### config.mk
export PLATFORM = sky130hd
export DESIGN_NAME = hazard_unit
export DESIGN_NICKNAME = d
export VERILOG_FILES = /design/src/rtl/hazard_unit.sv
export SDC_FILE = /design/constraint.sdc
export NUM_CORES = 1
export LEC_CHECK = 0
export CORE_AREA = 2 2 64 66
export DETAILED_ROUTE_END_ITERATION = 7
export DIE_AREA = 0 0 66 68
export HOLD_SLACK_MARGIN = 0.1
export PLACE_DENSITY = 0.82
export SYNTH_ARGS = -nofsm -noshare
export SYNTH_HDL_FRONTEND = slang
export SYNTH_SLANG_ARGS = --single-unit
### constraint.sdc
create_clock -name clk -period 4.9 [get_ports clk]
set_input_delay 1.47 -clock clk [delete_from_list [all_inputs] [get_ports clk]]
set_output_delay 1.47 -clock clk [all_outputs]
set_load 0.005 [all_outputs]
### src/rtl/hazard_unit.sv
// hazard_unit: shift-register scoreboard of in-flight destinations that
// drives per-source bypass selects, load-use stalls and a stall counter.
module hazard_unit #(
    parameter int REG_AW   = 5,
    parameter int NUM_SRC  = 2,
    parameter int DEPTH    = 3,
    parameter int LOAD_LAT = 2,
    parameter int SEL_W    = $clog2(DEPTH + 1)
) (
    input  logic                      clk,
    input  logic                      rst_n,
    input  logic                      id_valid,
    input  logic [NUM_SRC*REG_AW-1:0] id_rs,
    input  logic [NUM_SRC-1:0]        id_rs_used,
    input  logic [REG_AW-1:0]         id_rd,
    input  logic                      id_we,
    input  logic                      id_is_load,
    input  logic                      ext_stall,
    input  logic                      flush,
    output logic                      stall,
    output logic [NUM_SRC*SEL_W-1:0]  bypass_sel,
    output logic [15:0]               stall_count
);

    typedef struct packed {
        logic              vld;
        logic [REG_AW-1:0] rd;
        logic              ld;
    } sb_ent_t;

    sb_ent_t            r_sb [1:DEPTH];
    logic [15:0]        r_cnt;

    sb_ent_t            w_ins;
    logic [REG_AW-1:0]  w_rs  [NUM_SRC];
    logic [SEL_W-1:0]   w_sel [NUM_SRC];
    logic [NUM_SRC-1:0] w_hz;
    logic               w_stall;
    logic               w_cnt_en;

    always_comb begin
        for (int s = 0; s < NUM_SRC; s++) begin
            w_rs[s]  = id_rs[s*REG_AW +: REG_AW];
            w_sel[s] = '0;
            w_hz[s]  = 1'b0;
            if (id_rs_used[s] && (w_rs[s] != '0)) begin
                // walk oldest to youngest so the youngest match wins
                for (int k = DEPTH; k >= 1; k--) begin
                    if (r_sb[k].vld && (r_sb[k].rd == w_rs[s])) begin
                        w_sel[s] = SEL_W'(k);
                        w_hz[s]  = r_sb[k].ld && (k < LOAD_LAT);
                    end
                end
            end
        end
    end

    assign w_stall = id_valid && (|w_hz);
    assign stall   = w_stall;

    always_comb begin
        bypass_sel = '0;
        if (id_valid && !w_stall) begin
            for (int s = 0; s < NUM_SRC; s++) begin
                bypass_sel[s*SEL_W +: SEL_W] = w_sel[s];
            end
        end
    end

    always_comb begin
        w_ins = '0;
        if (id_valid && !w_stall && id_we && (id_rd != '0)) begin
            w_ins = {1'b1, id_rd, id_is_load};
        end
    end

    always_ff @(posedge clk or negedge rst_n) begin
        if (!rst_n) begin
            for (int k = 1; k <= DEPTH; k++) begin
                r_sb[k] <= '0;
            end
        end else if (flush) begin
            for (int k = 1; k <= DEPTH; k++) begin
                r_sb[k].vld <= 1'b0;
            end
        end else if (!ext_stall) begin
            r_sb[1] <= w_ins;
            for (int k = 1; k < DEPTH; k++) begin
                r_sb[k+1] <= r_sb[k];
            end
        end
    end

    assign w_cnt_en = w_stall && !ext_stall && !flush
                   && (r_cnt != 16'hFFFF);

    always_ff @(posedge clk or negedge rst_n) begin
        if (!rst_n) begin
            r_cnt <= '0;
        end else if (w_cnt_en) begin
            r_cnt <= r_cnt + 16'd1;
        end
    end

    assign stall_count = r_cnt;

endmodule

# --- Word-level counts from Yosys, hierarchy flattened ---
# Cells that the tools add are included.
totals:
  reg_bits: 37
  wordCells: 62
op_classes:
  addsub: 1
  eq_ne: 8
  muxes: 18
  n_bitwise: 2
  reduce_logical: 23
ops:
  columns: ["operator", "n"]
  rows:
  - ["5-bit equality test", 6]
  - ["21-bit two-way mux", 1]
  - ["16-bit by 1-bit adder with 16-bit output, second input constant", 1]
  - ["2-bit two-way mux", 8]
  - ["16-bit inequality test, second input constant", 1]
  - ["1-bit logical AND", 15]
  - ["5-bit nonzero test", 3]
  - ["1-bit two-way mux", 7]
  - ["7-bit two-way mux", 1]
  - ["4-bit two-way mux", 1]
  - ["1-bit logical NOT", 3]
  - ["2-bit by 1-bit inequality test with 1-bit output, second input constant", 1]
  - ["1-bit inverter", 2]
  - ["2-bit AND reduction", 1]
  - ["2-bit OR reduction", 1]

# --- Logic depth before layout (Yosys ltp) ---
# Gate-level depths: netlist (run 1).
depth:
  ltp_word: 13
  ltp_mapped: 8
  ltp_nobuf: 7

# --- Least setup slack after synthesis (run 1) ---
# OpenSTA, ideal clock, no wires.
synth_path:
  path_type: "input port to output port"
  start: "in id_rs[1]"
  end: "out bypass_sel[2]"
  t_arrival_ns: 2.835
  path_slack_ns: 0.595
  stages: 6
  path_buffers: 0
  path_cell_list: "or4_1 o21a_1 and4_4 nor2_2 nor2_1 nor4_1"
synth_via:
  elab_chain_len: 9
  elab_cells_between_ends: 11
  classes_between: "eq/ne (1); mux (3); reduce/logical (7)"
synth_lines:
  columns: ["element", "line_no", "text"]
  rows:
  - ["start: declaration", "13", "input logic [NUM_SRC*REG_AW-1:0] id_rs,"]
  - ["5-bit equality test", "49", "if (r_sb[k].vld && (r_sb[k].rd == w_rs[s])) begin"]
  - ["1-bit logical AND", "49", null]
  - ["1-bit two-way mux", "49", null]
  - ["1-bit two-way mux *", "46", "if (id_rs_used[s] && (w_rs[s] != '0)) begin"]
  - ["2-bit OR reduction *", "58", "assign w_stall = id_valid && (|w_hz);"]
  - ["1-bit logical AND *", "58", null]
  - ["1-bit logical NOT *", "63", "if (id_valid && !w_stall) begin"]
  - ["1-bit logical AND *", "63", null]
  - ["4-bit two-way mux *", "63", null]
  - ["end: declaration", "21", "output logic [NUM_SRC*SEL_W-1:0] bypass_sel,"]
# Every way passes the cells marked *; elsewhere a longest branch is shown, timed or not.

# --- Final worst setup path (run 1) ---
layout_path:
  start: "in id_rs[5]"
  end: "out stall"
layout_via:
  elab_chain_len: 6
  elab_cells_between_ends: 8
  classes_between: "eq/ne (1); mux (2); reduce/logical (5)"
layout_lines:
  columns: ["element", "line_no", "text"]
  rows:
  - ["5-bit equality test", "49", null]
  - ["1-bit logical AND", "49", null]
  - ["1-bit two-way mux", "49", null]
  - ["1-bit two-way mux *", "46", null]
  - ["2-bit OR reduction *", "58", null]
  - ["1-bit logical AND *", "58", null]
  - ["end: declaration", "20", "output logic stall,"]
# Marks and branches as above.

==> summary.md, run 1 <==
| Metric | Value |
|---|---|
| Setup TNS | `0 ns` |
| DR pass1 iterations | `4` |
| Initial antenna violation count | `0` |
| Area Overhead vs Synth | `37.7%` |
| Clock root cell | `clkbuf_8` |
| PortBufs | `44` |
| Largest family of logic cells by synthesized area | `simple AND/OR/NAND/NOR gates` |
| Switching fraction of total power | `26.0%` |
| Sequential Power Share | `51.4%` |
| Metal2 WL | `2230 um` |
| Number of buffers created by CTS | `5` |
| Post-Synth Adder-Cell Area | `0.637%` |
| Vias | `1,685` |
| Clock share of power | `33.8%` |
| Initial Utilization | `51.0%` |
| Max VDD drop | `0.000198 V` |
| Final Slew Violations | `0` |
| Max_slew headroom | `57.3%` |
| Startpoint types | `primary input` |
| Metal3 WL | `193 um` |
| Worst Reg2Reg Path Length in Cells | `7` |
| Flops & latches, synth | `35` |
| ANT nets after route | `0` |
| DR top layer | `met4` |
| Final worst clock skew | `0.00575 ns` |
| RSZ-0062 raised after global routing | `false` |
| Site Rows | `23` |
| Final #Nets | `290` |
| CTS tree | `built` |
| Critical path startpoint | `id_rs[5]` |
| Final wirelength | `4720 um` |
| Status | `completed` |
| All-Layer GR Usage | `23.8%` |
| Synth Cell Area | `1970 um2` |
| Total die area | `4490 um2` |
| Most common cell after layout, fill and taps aside | `nand2_1` |
| Clk sinks | `35` |
| Most frequent cells in the layout | `nand2_1 (40), dfrtp_1 (35), clkdlybuf4s50_1 (31)` |
| Worst-path clk slew | `0.07 ns` |
| RD Place Congestion | `0.947` |
| Die W | `66 um` |
| Design area | `2710 um2` |
| Total power | `0.621 mW` |
| Routed vias/inst | `5.35` |
| Finish-stage setup viols | `0` |
| First-pass GRT wire length | `7910 um` |
| Share of post-route cells with drive strength above 1 | `15.8%` |
| Post-synthesis compound-gate area fraction | `6.75%` |
| XOR/XNOR Fraction of Synth Area | `20.4%` |
| PnR worst setup slack | `0.123 ns` |
| GR Overflow Total | `0` |
| Hold Crit Class | `reg2reg` |
| FILL cells | `328` |
| Pint | `0.460 mW` |
| Worst r2r src | `r_sb[16]` |
| IO Pins | `45` |
| Final critical path time including I/O delays and setup | `4.78 ns` |
| M1 WL | `2220 um` |
| CTS HTree Levels | `2` |
| Synth Area in Simple Gates | `24.3%` |
| R2r setup slk | `2.61 ns` |
| Net Count, Synth | `226` |
| Combinational share of power | `14.9%` |
| FF-to-FF End | `stall_count[6]` |
| Pwr/cell area | `230 nW/um2` |
| HPWL after DPL | `3450 um` |
| Residual DRC | `0` |
| Number of global-route vias before repair | `1,691` |
| Cell leakage power | `1.29 nW` |
| WL/cell | `15.0 um` |
| Gate Count Post-Synth | `201` |
| Diode count | `0` |
| Seq/Total Area, Yosys | `44.6%` |
| Longest Clk Path Bufs | `2` |
| Max Clk Rate | `209 MHz` |
| Place WS | `-0.361 ns` |
| Die Ht | `68 um` |
| Ys Warns | `0` |
| Maximum Capacitance Violations | `0` |
| Crit path to | `stall` |
| Core ar. | `3860 um2` |
| Crit path DAT | `3.31 ns` |
| CP Class | `in2out` |
| Psw | `0.162 mW` |
| Crit share post-route | `97.5%` |
| Worst Path Required | `3.43 ns` |
| Library cells used by synthesis | `36` |
| Count of final hold-check violations | `0` |
| Worst skew pair latency | `0.29 ns` |
| Post-DP Area | `2570 um2` |
| Post-synthesis mux area share | `1.59%` |
| Initial DRC Count | `73` |
| Mapped Avg Cell Area | `9.78 um2` |
| Worst setup EP type | `output pin` |
| Largest net degree at the start of global routing | `36` |
| Least-Margin Pin Slew | `0.635 ns` |
| Crit-path max FO | `4` |
==> cell families (layout without fill, tap and decap cells) <==
family | count (synthesis) | in the layout
mux | 3 | 3
fa+ha+maj | 1 | 1
buf+inv | 7 | 71
compound gates | 15 | 15
xor+xnor | 45 | 45
simple gates | 95 | 95
flops | 35 | 35
==> worst max-delay path, stage by stage <==
cell,delay [ns]
clkdlybuf4s50_1,0.46
buf_4,0.18
xnor2_1,0.18
nand3_1,0.14
nor3b_4,0.27
nor2_4,0.07
buf_4,0.15
nor3_1,0.14
dlygate4sd2_1,0.25
==> worst min path at each step <==
stage / endpoint / from / cells after the start
floorplan: r_sb[14] / r_sb[14] / 1
global placement: r_sb[14] / r_sb[14] / 1
detailed placement: r_sb[14] / r_sb[14] / 1
CTS: r_sb[14] / r_sb[14] / 1
global route: stall_count[14] / stall_count[14] / 1
finish: r_sb[14] / r_sb[14] / 1
==> per-layer routing <==
layer,track usage [%],vias to the layer above
met1,33.4,819
met4,7.40,0
met2,37.2,40
met3,5.10,8
met5,0,-
li1,-,818
==> registers in the layout (all words and copies together) (netlist names) <==
name and flops:
stall_count 16, r_sb 19
==> final cells by class <==
cell class	instances	area (um2)	area share [%]
clock buffers	6	82.6	3.05
clock inverters	1	5.00	0.185
inverters	3	11.3	0.416
multi-input cells	159	1100	40.6
flip-flops and latches	35	876	32.4
well taps	50	62.6	2.31
repair buffers	61	571	21.1
==> what timing repair did <==
item | CTS | global route
hold endpoints to repair | 0 | 0
hold buffers | 0 | 0
endpoints found under the setup margin | 5 | 5
gates resized for setup | 16 | 14
buffers inserted | 1 | 0
pin swaps | 7 | 8
==> Yosys cell counts <==
library cell / n / area share, %
xor2_1: 25 / 11
a32o_1: 2 / 1.0
and4_4: 1 / 0.57
nor4_1: 8 / 2.5
nand2b_1: 1 / 0.32
buf_6: 1 / 0.57
o211ai_1: 1 / 0.38
nand2_1: 40 / 7.6
or4_1: 2 / 0.76
o21ai_0: 1 / 0.25
nand3_1: 9 / 2.3
mux2_2: 1 / 0.57
inv_1: 3 / 0.57
or4b_4: 1 / 0.70
nor3b_2: 1 / 0.64
nor3_1: 5 / 1.3
ha_1: 1 / 0.64
a22o_1: 5 / 2.2
or2_2: 1 / 0.32
o21ba_4: 1 / 0.83
xnor2_2: 1 / 0.83
nand4_1: 4 / 1.3
and4_1: 1 / 0.45
a311o_1: 1 / 0.51
and3_1: 8 / 2.5
xnor2_1: 19 / 8.5
or3_1: 1 / 0.32
a21oi_1: 2 / 0.51
mux2i_1: 2 / 1.0
nor2b_1: 2 / 0.64
clkbuf_1: 3 / 0.57
nor2_1: 9 / 1.7
o2111a_2: 1 / 0.64
nor2_2: 1 / 0.32
o21a_1: 1 / 0.38
dfrtp_1: 35 / 45
==> through the flow <==
stage | instances | utilization (%) | hold slack (ns)
final | 315 | 70.2 | 0.506
after global routing | 315 | 70.2 | 0.522
after CTS | 315 | 69.7 | 0.500
after detailed placement | 307 | 66.5 | 0.486
after global placement | 307 | 66.5 | 0.475
after floorplan | 201 | - | 0.466
==> power by group through the flow <==
| stage | clock (mW) | sequential [mW] | combinational (mW) |
|---|---|---|---|
| floorplan | 0 | 0.320 | 0.0433 |
| global placement | 0 | 0.323 | 0.0872 |
| detailed placement | 0 | 0.324 | 0.0891 |
| CTS | 0.211 | 0.319 | 0.0926 |
| global route | 0.227 | 0.321 | 0.103 |
| finish | 0.210 | 0.319 | 0.0923 |
Note: power is estimated with default switching activity, not from simulation.
==> inputs of run 2 (changes only) <==
--- a/config.mk
+++ b/config.mk
@@ -5,9 +5,9 @@
 export SDC_FILE = /design/constraint.sdc
 export NUM_CORES = 1
 export LEC_CHECK = 0
-export CORE_AREA = 2 2 64 66
+export CORE_AREA = 3 3 65 67
 export DETAILED_ROUTE_END_ITERATION = 7
-export DIE_AREA = 0 0 66 68
+export DIE_AREA = 0 0 68 70
 export HOLD_SLACK_MARGIN = 0.1
 export PLACE_DENSITY = 0.82
 export SYNTH_ARGS = -nofsm -noshare
==> summary.md, run 2 (same netlist as run 1, synthesis figures left out) <==
| Metric | Value |
|---|---|
| Status | `completed (unchanged)` |
| Place WS | `-0.413 ns (was -0.361 ns)` |
| First-pass GRT wire length | `7990 um (was 7910 um)` |
| HPWL after DPL | `3740 um (was 3450 um)` |
| PnR worst setup slack | `0.0338 ns (was 0.123 ns)` |
| Share of post-route cells with drive strength above 1 | `17.8% (was 15.8%)` |
| DR pass1 iterations | `6 (was 4)` |
| IO Pins | `45 (unchanged)` |
| Setup TNS | `0 ns (unchanged)` |
| Final critical path time including I/O delays and setup | `4.87 ns (was 4.78 ns)` |
| Worst Path Required | `3.43 ns (about the same)` |
| Worst r2r src | `r_sb[19] (was r_sb[16])` |
| Max Clk Rate | `205 MHz (was 209 MHz)` |
| Worst skew pair latency | `0.28 ns (was 0.29 ns)` |
| Vias | `1,725 (was 1,685)` |
| Maximum Capacitance Violations | `0 (unchanged)` |
| Most frequent cells in the layout | `nand2_1 (40), dfrtp_1 (35), clkdlybuf4s50_1 (34) (was nand2_1 (40), dfrtp_1 (35), clkdlybuf4s50_1 (31))` |
| Initial antenna violation count | `0 (unchanged)` |
| Worst Reg2Reg Path Length in Cells | `8 (was 7)` |
| Initial Utilization | `53.3% (was 51.0%)` |
| Worst-path clk slew | `0.07 ns (about the same)` |
| Register bank with the most flops | `r_sb (unchanged)` |
| Placed cell count | `307 (unchanged)` |
| Most common cell after layout, fill and taps aside | `nand2_1 (unchanged)` |
| Fin Hold WS | `0.494 ns (was 0.506 ns)` |
| Post-CTS Hold Buffers | `0 (unchanged)` |
| GR Overflow Total | `0 (unchanged)` |
| Final #Nets | `293 (was 290)` |
| Number of buffers created by CTS | `5 (unchanged)` |
| Core ar. | `3690 um2 (was 3860 um2)` |
| ANT nets after route | `0 (unchanged)` |
| Count of final hold-check violations | `0 (unchanged)` |
| Fin cells | `317 (was 315)` |
| Post-DP Area | `2580 um2 (was 2570 um2)` |
| Hold EP | `stall_count[10] (was r_sb[14])` |
| CTS HTree Levels | `2 (unchanged)` |
| Max reg flops | `19 (unchanged)` |
| CTS tree | `built (unchanged)` |
| Clk sinks | `35 (unchanged)` |
| Residual DRC | `0 (unchanged)` |
| Final wirelength | `4780 um (was 4720 um)` |
| Max VDD drop | `0.000252 V (was 0.000198 V)` |
| Clock root cell | `clkbuf_8 (unchanged)` |
| Largest net degree at the start of global routing | `36 (unchanged)` |
| Final Slew Violations | `0 (unchanged)` |
| Diode count | `0 (unchanged)` |
| Finish-stage setup viols | `0 (unchanged)` |
| Initial DRC Count | `105 (was 73)` |
| All-Layer GR Usage | `21.7% (was 23.8%)` |
| Least-Margin Pin Slew | `0.677 ns (was 0.635 ns)` |
| WL/cell | `15.1 um (was 15.0 um)` |
| FF-to-FF End | `stall_count[6] (unchanged)` |
| Crit-path max FO | `4 (unchanged)` |
| Max_slew headroom | `54.5% (was 57.3%)` |
| PortBufs | `44 (unchanged)` |
| Site Rows | `22 (was 23)` |
| Longest Clk Path Bufs | `2 (unchanged)` |
| Design area | `2740 um2 (was 2710 um2)` |
| Startpoint types | `primary input (unchanged)` |
| Number of global-route vias before repair | `1,687 (was 1,691)` |
| RSZ-0062 raised after global routing | `false (unchanged)` |
| Die Ht | `70 um (was 68 um)` |
| Crit share post-route | `99.3% (was 97.5%)` |
| Pwr/cell area | `236 nW/um2 (was 230 nW/um2)` |
| R2r setup slk | `2.56 ns (was 2.61 ns)` |
| Hold Crit Class | `reg2reg (unchanged)` |
| Cell leakage power | `1.28 nW (was 1.29 nW)` |
| Hold Path Depth | `1 (unchanged)` |
| Worst setup EP type | `output pin (unchanged)` |
| Routed vias/inst | `5.44 (was 5.35)` |
| Area Overhead vs Synth | `39.3% (was 37.7%)` |
| Final worst clock skew | `0.00508 ns (was 0.00575 ns)` |
| RD Place Congestion | `0.938 (was 0.947)` |
| Total die area | `4760 um2 (was 4490 um2)` |
| Die W | `68 um (was 66 um)` |
| CP Class | `in2out (unchanged)` |
| Hold path start | `stall_count[10] (was r_sb[14])` |
| Crit path DAT | `3.40 ns (was 3.31 ns)` |
-- run 2: cell count changes in the layout (fill, tap and decap cells not counted), sizes merged --
cell | before | now
buf | 18 | 23
clkbuf | 7 | 8
clkdlybuf4s15 | 2 | 1
clkdlybuf4s50 | 31 | 34
clkinv | 1 | 0
clkinvlp | 0 | 1
dlygate4sd2 | 4 | 3
dlymetal6s2s | 5 | 2
-- run 2: layer usage --
metal | up-vias | part of all wire, % | track usage (%)
met4 | 0 | 1.1 | 5.52
met2 | 55 | 47 | 31.5
met3 | 7 | 4.4 | 4.34
met5 | - | 0 | 0
met1 | 838 | 48 | 32.8
li1 | 825 | - | -
-- run 2: worst max path at each step --
stage / endpoint / cells after the start / startpoint
6_report: bypass_sel[3] / 8 / id_rs[8]
5_1_grt: bypass_sel[2] / 8 / id_rs[1]
4_1_cts: bypass_sel[2] / 8 / id_rs[1]
2_1_floorplan: bypass_sel[2] / 6 / id_rs[1]
3_5_place_dp: bypass_sel[2] / 8 / id_rs[1]
3_3_place_gp: bypass_sel[2] / 8 / id_rs[1]
-- run 2: per-stage QoR --
step | utilization (%) | power [mW]
after floorplan | - | 0.363
after global placement | 69.9 | 0.413
after CTS | 73.5 | 0.645
after detailed placement | 69.9 | 0.416
after global routing | 74.3 | 0.673
final | 74.3 | 0.646
-- run 2: cell type report --
class / count / area, um2
clock buffer: 7 / 96.3
timing repair buffer: 64 / 583
clock inverter: 1 / 7.51
tap: 48 / 60.1
sequential: 35 / 876
inverter: 3 / 11.3
fill: 286 / 950
multi-input combinational: 159 / 1100
-- run 2: critical path, cell delays in order --
cell             delay, ns
clkdlybuf4s50_1       0.51
xor2_1                0.22
nor4_2                0.27
nand3_1               0.14
nor2b_1               0.16
or3_1                 0.31
nor3_1                0.19
buf_2                 0.14
-- run 2: power breakdown --
part           switching, mW  total [mW]  internal, mW
Sequential            0.0193       0.321         0.302
Combinational         0.0467      0.0971        0.0504
Clock                  0.100       0.228         0.128
-- run 2: repair_timing --
action                     in CTS  in global routing
buffers inserted                2                  0
setup endpoints to repair       5                  5
resized for setup              21                 13
pin swaps                      10                  8
==> inputs of run 3 (changes only) <==
--- a/config.mk
+++ b/config.mk
@@ -6,8 +6,10 @@
 export NUM_CORES = 1
 export LEC_CHECK = 0
 export CORE_AREA = 3 3 65 67
+export CTS_CLUSTER_DIAMETER = 30
 export DETAILED_ROUTE_END_ITERATION = 7
 export DIE_AREA = 0 0 68 70
+export GPL_ROUTABILITY_DRIVEN = 1
 export HOLD_SLACK_MARGIN = 0.1
 export PLACE_DENSITY = 0.82
 export SYNTH_ARGS = -nofsm -noshare
==> results of run 3 <==
No change in the layout: final DEF, timing and power equal those of run 2.
